==> config.mk <==
export PLATFORM = sky130hd
export DESIGN_NAME = spectrum_bar_tracker
export DESIGN_NICKNAME = d
export VERILOG_FILES = /design/src/rtl/spectrum_bar_tracker.sv
export SDC_FILE = /design/constraint.sdc
export NUM_CORES = 2
export LEC_CHECK = 0
export ABC_AREA = 1
export CORE_ASPECT_RATIO = 0.9
export CORE_MARGIN = 4
export CORE_UTILIZATION = 47
export DETAILED_ROUTE_END_ITERATION = 8
export SKIP_LAST_GASP = 1
export SYNTH_ARGS = -nofsm -noshare
export SYNTH_HDL_FRONTEND = slang
export SYNTH_SLANG_ARGS = --single-unit
==> constraint.sdc <==
create_clock -name Clk -period 4.62 [get_ports Clk]
set_input_delay 0.693 -clock Clk [delete_from_list [all_inputs] [get_ports Clk]]
set_output_delay 0.693 -clock Clk [all_outputs]
set_load 0.05 [all_outputs]
==> src/rtl/spectrum_bar_tracker.sv <==
// Spectrum bar tracker: per-bar height and peak registers, frame-rate decay
// with peak hold, and a registered pixel hit path for the color mapper.
//
// state | meaning
// ------+-------------------------------------------------------------
// IDLE  | accepting magnitude samples, waiting for a frame tick
// SWEEP | one bar per cycle gets decay / peak-hold update, samples stalled
module spectrum_bar_tracker #(
  parameter int NUM_BARS  = 20,
  parameter int BAR_W     = 32,
  parameter int GAP_W     = 4,
  parameter int SCREEN_H  = 480,
  parameter int MAG_W     = 10,
  parameter int DECAY     = 4,
  parameter int PEAK_HOLD = 30
) (
  input  logic             Clk,
  input  logic             Reset,
  input  logic             frame_vs,
  input  logic             mag_valid,
  output logic             mag_ready,
  input  logic [4:0]       mag_index,
  input  logic [MAG_W-1:0] mag_value,
  input  logic [9:0]       DrawX,
  input  logic [9:0]       DrawY,
  output logic             bar_on,
  output logic             peak_on,
  output logic [4:0]       bar_idx
);

  localparam int BAR_SH = $clog2(BAR_W);
  localparam int CNT_W  = $clog2(PEAK_HOLD + 1);
  localparam int S_W    = (NUM_BARS > 1) ? $clog2(NUM_BARS) : 1;

  localparam logic [9:0]       H_TOP   = 10'(SCREEN_H);
  localparam logic [9:0]       H_MAX   = 10'(SCREEN_H - 1);
  localparam logic [9:0]       DEC     = 10'(DECAY);
  localparam logic [9:0]       BAR_CNT = 10'(NUM_BARS);
  localparam logic [9:0]       OFF_MSK = 10'(BAR_W - 1);
  localparam logic [9:0]       BODY_W  = 10'(BAR_W - GAP_W);
  localparam logic [S_W-1:0]   S_LAST  = S_W'(NUM_BARS - 1);
  localparam logic [CNT_W-1:0] HOLD    = CNT_W'(PEAK_HOLD);

  typedef enum logic {IDLE, SWEEP} state_t;

  state_t           state_q, state_d;
  logic [S_W-1:0]   s_q, s_d;
  logic             vs_q, vs_d;
  logic [9:0]       h_q [NUM_BARS];
  logic [9:0]       h_d [NUM_BARS];
  logic [9:0]       p_q [NUM_BARS];
  logic [9:0]       p_d [NUM_BARS];
  logic [CNT_W-1:0] c_q [NUM_BARS];
  logic [CNT_W-1:0] c_d [NUM_BARS];
  logic             bar_on_q, bar_on_d;
  logic             peak_on_q, peak_on_d;
  logic [4:0]       bar_idx_q, bar_idx_d;

  logic frame_tick;
  logic accept;
  logic idx_ok;

  assign vs_d       = frame_vs;
  assign frame_tick = vs_q & ~frame_vs;
  assign accept     = mag_valid & mag_ready;
  assign idx_ok     = (32'(mag_index) < NUM_BARS);

  assign bar_on  = bar_on_q;
  assign peak_on = peak_on_q;
  assign bar_idx = bar_idx_q;

  // Sequencer: IDLE waits for a frame tick, SWEEP walks every bar once.
  always_comb begin
    state_d   = state_q;
    s_d       = s_q;
    mag_ready = (state_q == IDLE);
    case (state_q)
      IDLE: begin
        if (frame_tick) begin
          state_d = SWEEP;
          s_d     = '0;
        end
      end
      SWEEP: begin
        if (s_q == S_LAST) begin
          state_d = IDLE;
          s_d     = '0;
        end else begin
          s_d = s_q + S_W'(1);
        end
      end
      default: begin
        state_d = IDLE;
        s_d     = '0;
      end
    endcase
  end

  // Bar state update: samples only land in IDLE and decay only in SWEEP,
  // so the two never touch the same bar in one cycle.
  logic [9:0] t;
  logic [9:0] h_new;
  logic [9:0] p_dec;
  always_comb begin
    h_d   = h_q;
    p_d   = p_q;
    c_d   = c_q;
    t     = '0;
    h_new = '0;
    p_dec = '0;

    if (32'(mag_value) > SCREEN_H - 1) t = H_MAX;
    else                               t = 10'(mag_value);

    if (accept && idx_ok) begin
      if (t > h_q[mag_index]) h_d[mag_index] = t;
      if (t > p_q[mag_index]) begin
        p_d[mag_index] = t;
        c_d[mag_index] = HOLD;
      end
    end

    if (state_q == SWEEP) begin
      h_new = (h_q[s_q] > DEC) ? h_q[s_q] - DEC : 10'd0;
      if (c_q[s_q] != '0) begin
        c_d[s_q] = c_q[s_q] - CNT_W'(1);
        p_dec    = p_q[s_q];
      end else begin
        p_dec = (p_q[s_q] != 10'd0) ? p_q[s_q] - 10'd1 : 10'd0;
      end
      h_d[s_q] = h_new;
      // Peak marker is never allowed to sink into the bar body.
      p_d[s_q] = (p_dec > h_new) ? p_dec : h_new;
    end
  end

  // Pixel hit test against the live registers (sweep ends inside vblank).
  logic [9:0] col_full;
  logic [9:0] pix_off;
  logic [4:0] col;
  logic       in_area;
  logic [9:0] hv;
  logic [9:0] pv;
  always_comb begin
    col_full  = DrawX >> BAR_SH;
    pix_off   = DrawX & OFF_MSK;
    col       = col_full[4:0];
    in_area   = (col_full < BAR_CNT) && (pix_off < BODY_W);
    hv        = '0;
    pv        = '0;
    bar_on_d  = 1'b0;
    peak_on_d = 1'b0;
    bar_idx_d = '0;
    if (in_area) begin
      hv        = h_q[col];
      pv        = p_q[col];
      bar_idx_d = col;
      bar_on_d  = (hv != 10'd0) && (DrawY >= H_TOP - hv) && (DrawY < H_TOP);
      peak_on_d = (pv != 10'd0) && (DrawY == H_MAX - pv);
    end
  end

  // State registers with synchronous reset.
  always_ff @(posedge Clk) begin
    if (Reset) begin
      state_q   <= IDLE;
      s_q       <= '0;
      vs_q      <= 1'b1;
      bar_on_q  <= 1'b0;
      peak_on_q <= 1'b0;
      bar_idx_q <= '0;
      for (int i = 0; i < NUM_BARS; i++) begin
        h_q[i] <= '0;
        p_q[i] <= '0;
        c_q[i] <= '0;
      end
    end else begin
      state_q   <= state_d;
      s_q       <= s_d;
      vs_q      <= vs_d;
      bar_on_q  <= bar_on_d;
      peak_on_q <= peak_on_d;
      bar_idx_q <= bar_idx_d;
      h_q       <= h_d;
      p_q       <= p_d;
      c_q       <= c_d;
    end
  end

endmodule

==> metrics.cfg <==
[status]
run_status=finished with violations
violations=negative setup slack

[floorplanning]
dieHeight_um=270
core_area_um2=75200
chipWidth_um=300
ios=47
die-area_um2=81000
num_rows=95
initial_core_util=0.478

[routing]
firstDrtPassIters=6
wl_per_cell_um=28.4
ant_nets=0
initialDrtViolationCount=7851
wl_mm=203
vias_per_cell=6.44
vias=46100
drc=0

[sta]
max-slew-margin-rel=0.0515
worstMarginPinSlew_ns=1.41
rsz0062_at_grt=true
setup_viol=120
finalClockSkew_ns=0.0293
hold_viol_final=0
maxSlewViolCount=0
clock.fmax_ghz=0.211
fin_crit_sh=1.03
finalWorstSetupSlack_ns=-0.117
fin_crit_ns=4.74

[clocking]
clockBufferDepth=3
clock-sinks=514
cts_hold_buf=0
cts_buffers=59
root_buffer=clkbuf_16
clkTransAtPathRegs_ns=0.07
clk_latency_ns=0.70
ctsHtreeMaxLevel=2
cts_tree=built

[logic_synthesis]
synth_ff_type=dfxtp_1
synthCells=5888
yosys.cell_types.count=51
synth_top_area_frac=0.286
synth_xor_area_frac=0.00438
synthMuxAreaShare=0
synth.most_common_cell=nand2_1
avgSynthCellArea_um2=6.11
synth_common_cells=1178 x nand2_1, 771 x a21oi_1, 762 x o21ai_0, 565 x inv_1, 514 x dfxtp_1
synth_fa_ha_area_frac=0.0174
yosys.area_share.simple=0.242
synth_edf_count=0
ys_ff_latch=514
synth_compound_area_frac=0.325
yosysSeqAreaShare=0.286
synth_top_cell_by_area=dfxtp_1
synth_top_family_by_area=compound AO/OA/AOI/OAI gates
ys.warnings.count=0
syn_area_um2=36000
synthTopCellsByArea=dfxtp_1 29%, nand2_1 12%, a21oi_1 11%
synthArstFlopShare=0

[critical_path]
crit_path_start_kind=register
cp_max_fo=8
crit_start=s_q[0]
required_ns=5.27
cp.arrival_ns=5.38
crit_family=simple AND/OR/NAND/NOR gates
cp_num_buf_inv=11
cp_slowest_cell=dfxtp_4
max_stage_delay_ns=0.50
rr_startpoint=s_q[0]
cp-end-kind=register
path_common_cell=nand2_2
worstSetupPathType=register to register

[power]
total_power_mw=16.5
combPwrFrac=0.405
seqPwrFrac=0.276
clkPwrFrac=0.320
p_sw_mw=6.73
leakage_nw=19.0
powerDensity_nw_per_um2=369
p_int_mw=9.77
p_sw_frac=0.408
ir_drop_mv=0.427

[grt]
grt_pass1_wl_mm=275
grt_pass1_vias=40400
grt.total_usage=0.451
grt.overflow.total=0
antenna_found_initial=2
grt_max_degree=226

[layout]
antennaDiodeCount=0
syn_to_final_growth_pct=24.2
seqCellArea_um2=10300
multi_input_area_um2=22100
nNetsFinal=6177
fin_cells=7152
drive_above_1_share=0.152
final.fill_count=7512

[place]
gp_congestion=1.04
io_buffer_count=44
place_hpwl_mm=134
dpl.cell_count=6990

[hold_path]
hp-start=Reset
min_path_type=primary input to register

[job]
drv_cap=0

[per-stage QoR]
stage	setup TNS (ns)	hold slack [ns]	setup WS, ns	util	area (um2)
after floorplan	-0.0296	0.429	-0.00297	-	36000
after global placement	-113.74	0.445	-0.498	0.538	40500
after detailed placement	-145.33	0.447	-0.590	0.538	40500
after CTS	0	0.372	0.00715	0.567	42700
after global routing	-36.41	0.400	-0.299	0.594	44700
final	-5.84	0.392	-0.117	0.594	44700
[metal layers]
layer  global-route usage  part of all wire  up-vias
met5                    0          0.000054        -
met4                0.300             0.089        2
met3                0.124              0.15      908
met2                0.634              0.39     3837
met1                0.600              0.37    21000
li1                     -                 -    20400
[registers in the layout (all words and copies together), names as in the netlist]
signal   count
s_q          5
p_q        200
bar_on       1
h_q        200
vs_q         1
peak_on      1
c_q        100
state_q      1
bar_idx      5
[cells in the final DEF, fill, tap and decap left out, types with 43 or more instances in the layout]
cell type | netlist | layout
inv_1 | 565 | 552
a21oi_1 | 771 | 769
o211ai_1 | 136 | 136
nand3_2 | 6 | 51
o21ai_1 | 88 | 101
buf_12 | 0 | 81
dfxtp_1 | 514 | 512
ha_1 | 50 | 45
nor2_1 | 422 | 388
clkbuf_16 | 0 | 85
nand2_2 | 5 | 43
nand2_1 | 1178 | 1124
buf_4 | 25 | 447
a211oi_1 | 102 | 99
nand3_1 | 424 | 368
o22ai_1 | 137 | 134
o21ai_0 | 762 | 741
[power by group through the flow]
stage / logic, mW / registers [mW] / clock network (mW)
detailed placement: 4.88 / 4.64 / 0
floorplan: 2.46 / 4.63 / 0
finish: 6.68 / 4.55 / 5.27
global placement: 4.86 / 4.64 / 0
CTS: 4.92 / 4.54 / 5.25
global route: 6.70 / 4.55 / 5.43
[path summary, 6_finish.rpt]
| path | end | slack [ns] | cells after the start |
|---|---|---|---|
| max reg2reg | p_q[158] | -0.12 | 32 |
| min | h_q[10] | 0.39 | 2 |
| max | p_q[158] | -0.12 | 32 |
| min reg2reg | c_q[37] | 0.46 | 2 |
[kinds of logic (layout without fill, tap and decap cells)]
logic type,count (synthesis),count (layout)
DFF,514,514
buffers and inverters,1094,1339
AOI/OAI and AO/OA,2106,2106
and+or+nand+nor,2105,2105
adders and majority gates,50,50
other,1,2
xor gates and xnor gates,18,18
[final cells by class]
type	instances	share of cell area
Clock buffer	79	0.0372
Sequential cell	514	0.231
Inverter	599	0.0511
Clock inverter	28	0.00994
Timing Repair Buffer	631	0.147
Timing Repair inverter	2	0.000560
Multi-Input combinational cell	4281	0.495
Tap cell	1018	0.0285
[repair_timing]
item	CTS	global route
hold endpoints to repair	0	0
gates resized for setup	12	284
pin swaps	0	78
cloned	0	34
setup buffers	0	21
setup endpoints to repair	200	278
(Power assumes the default switching activity.)
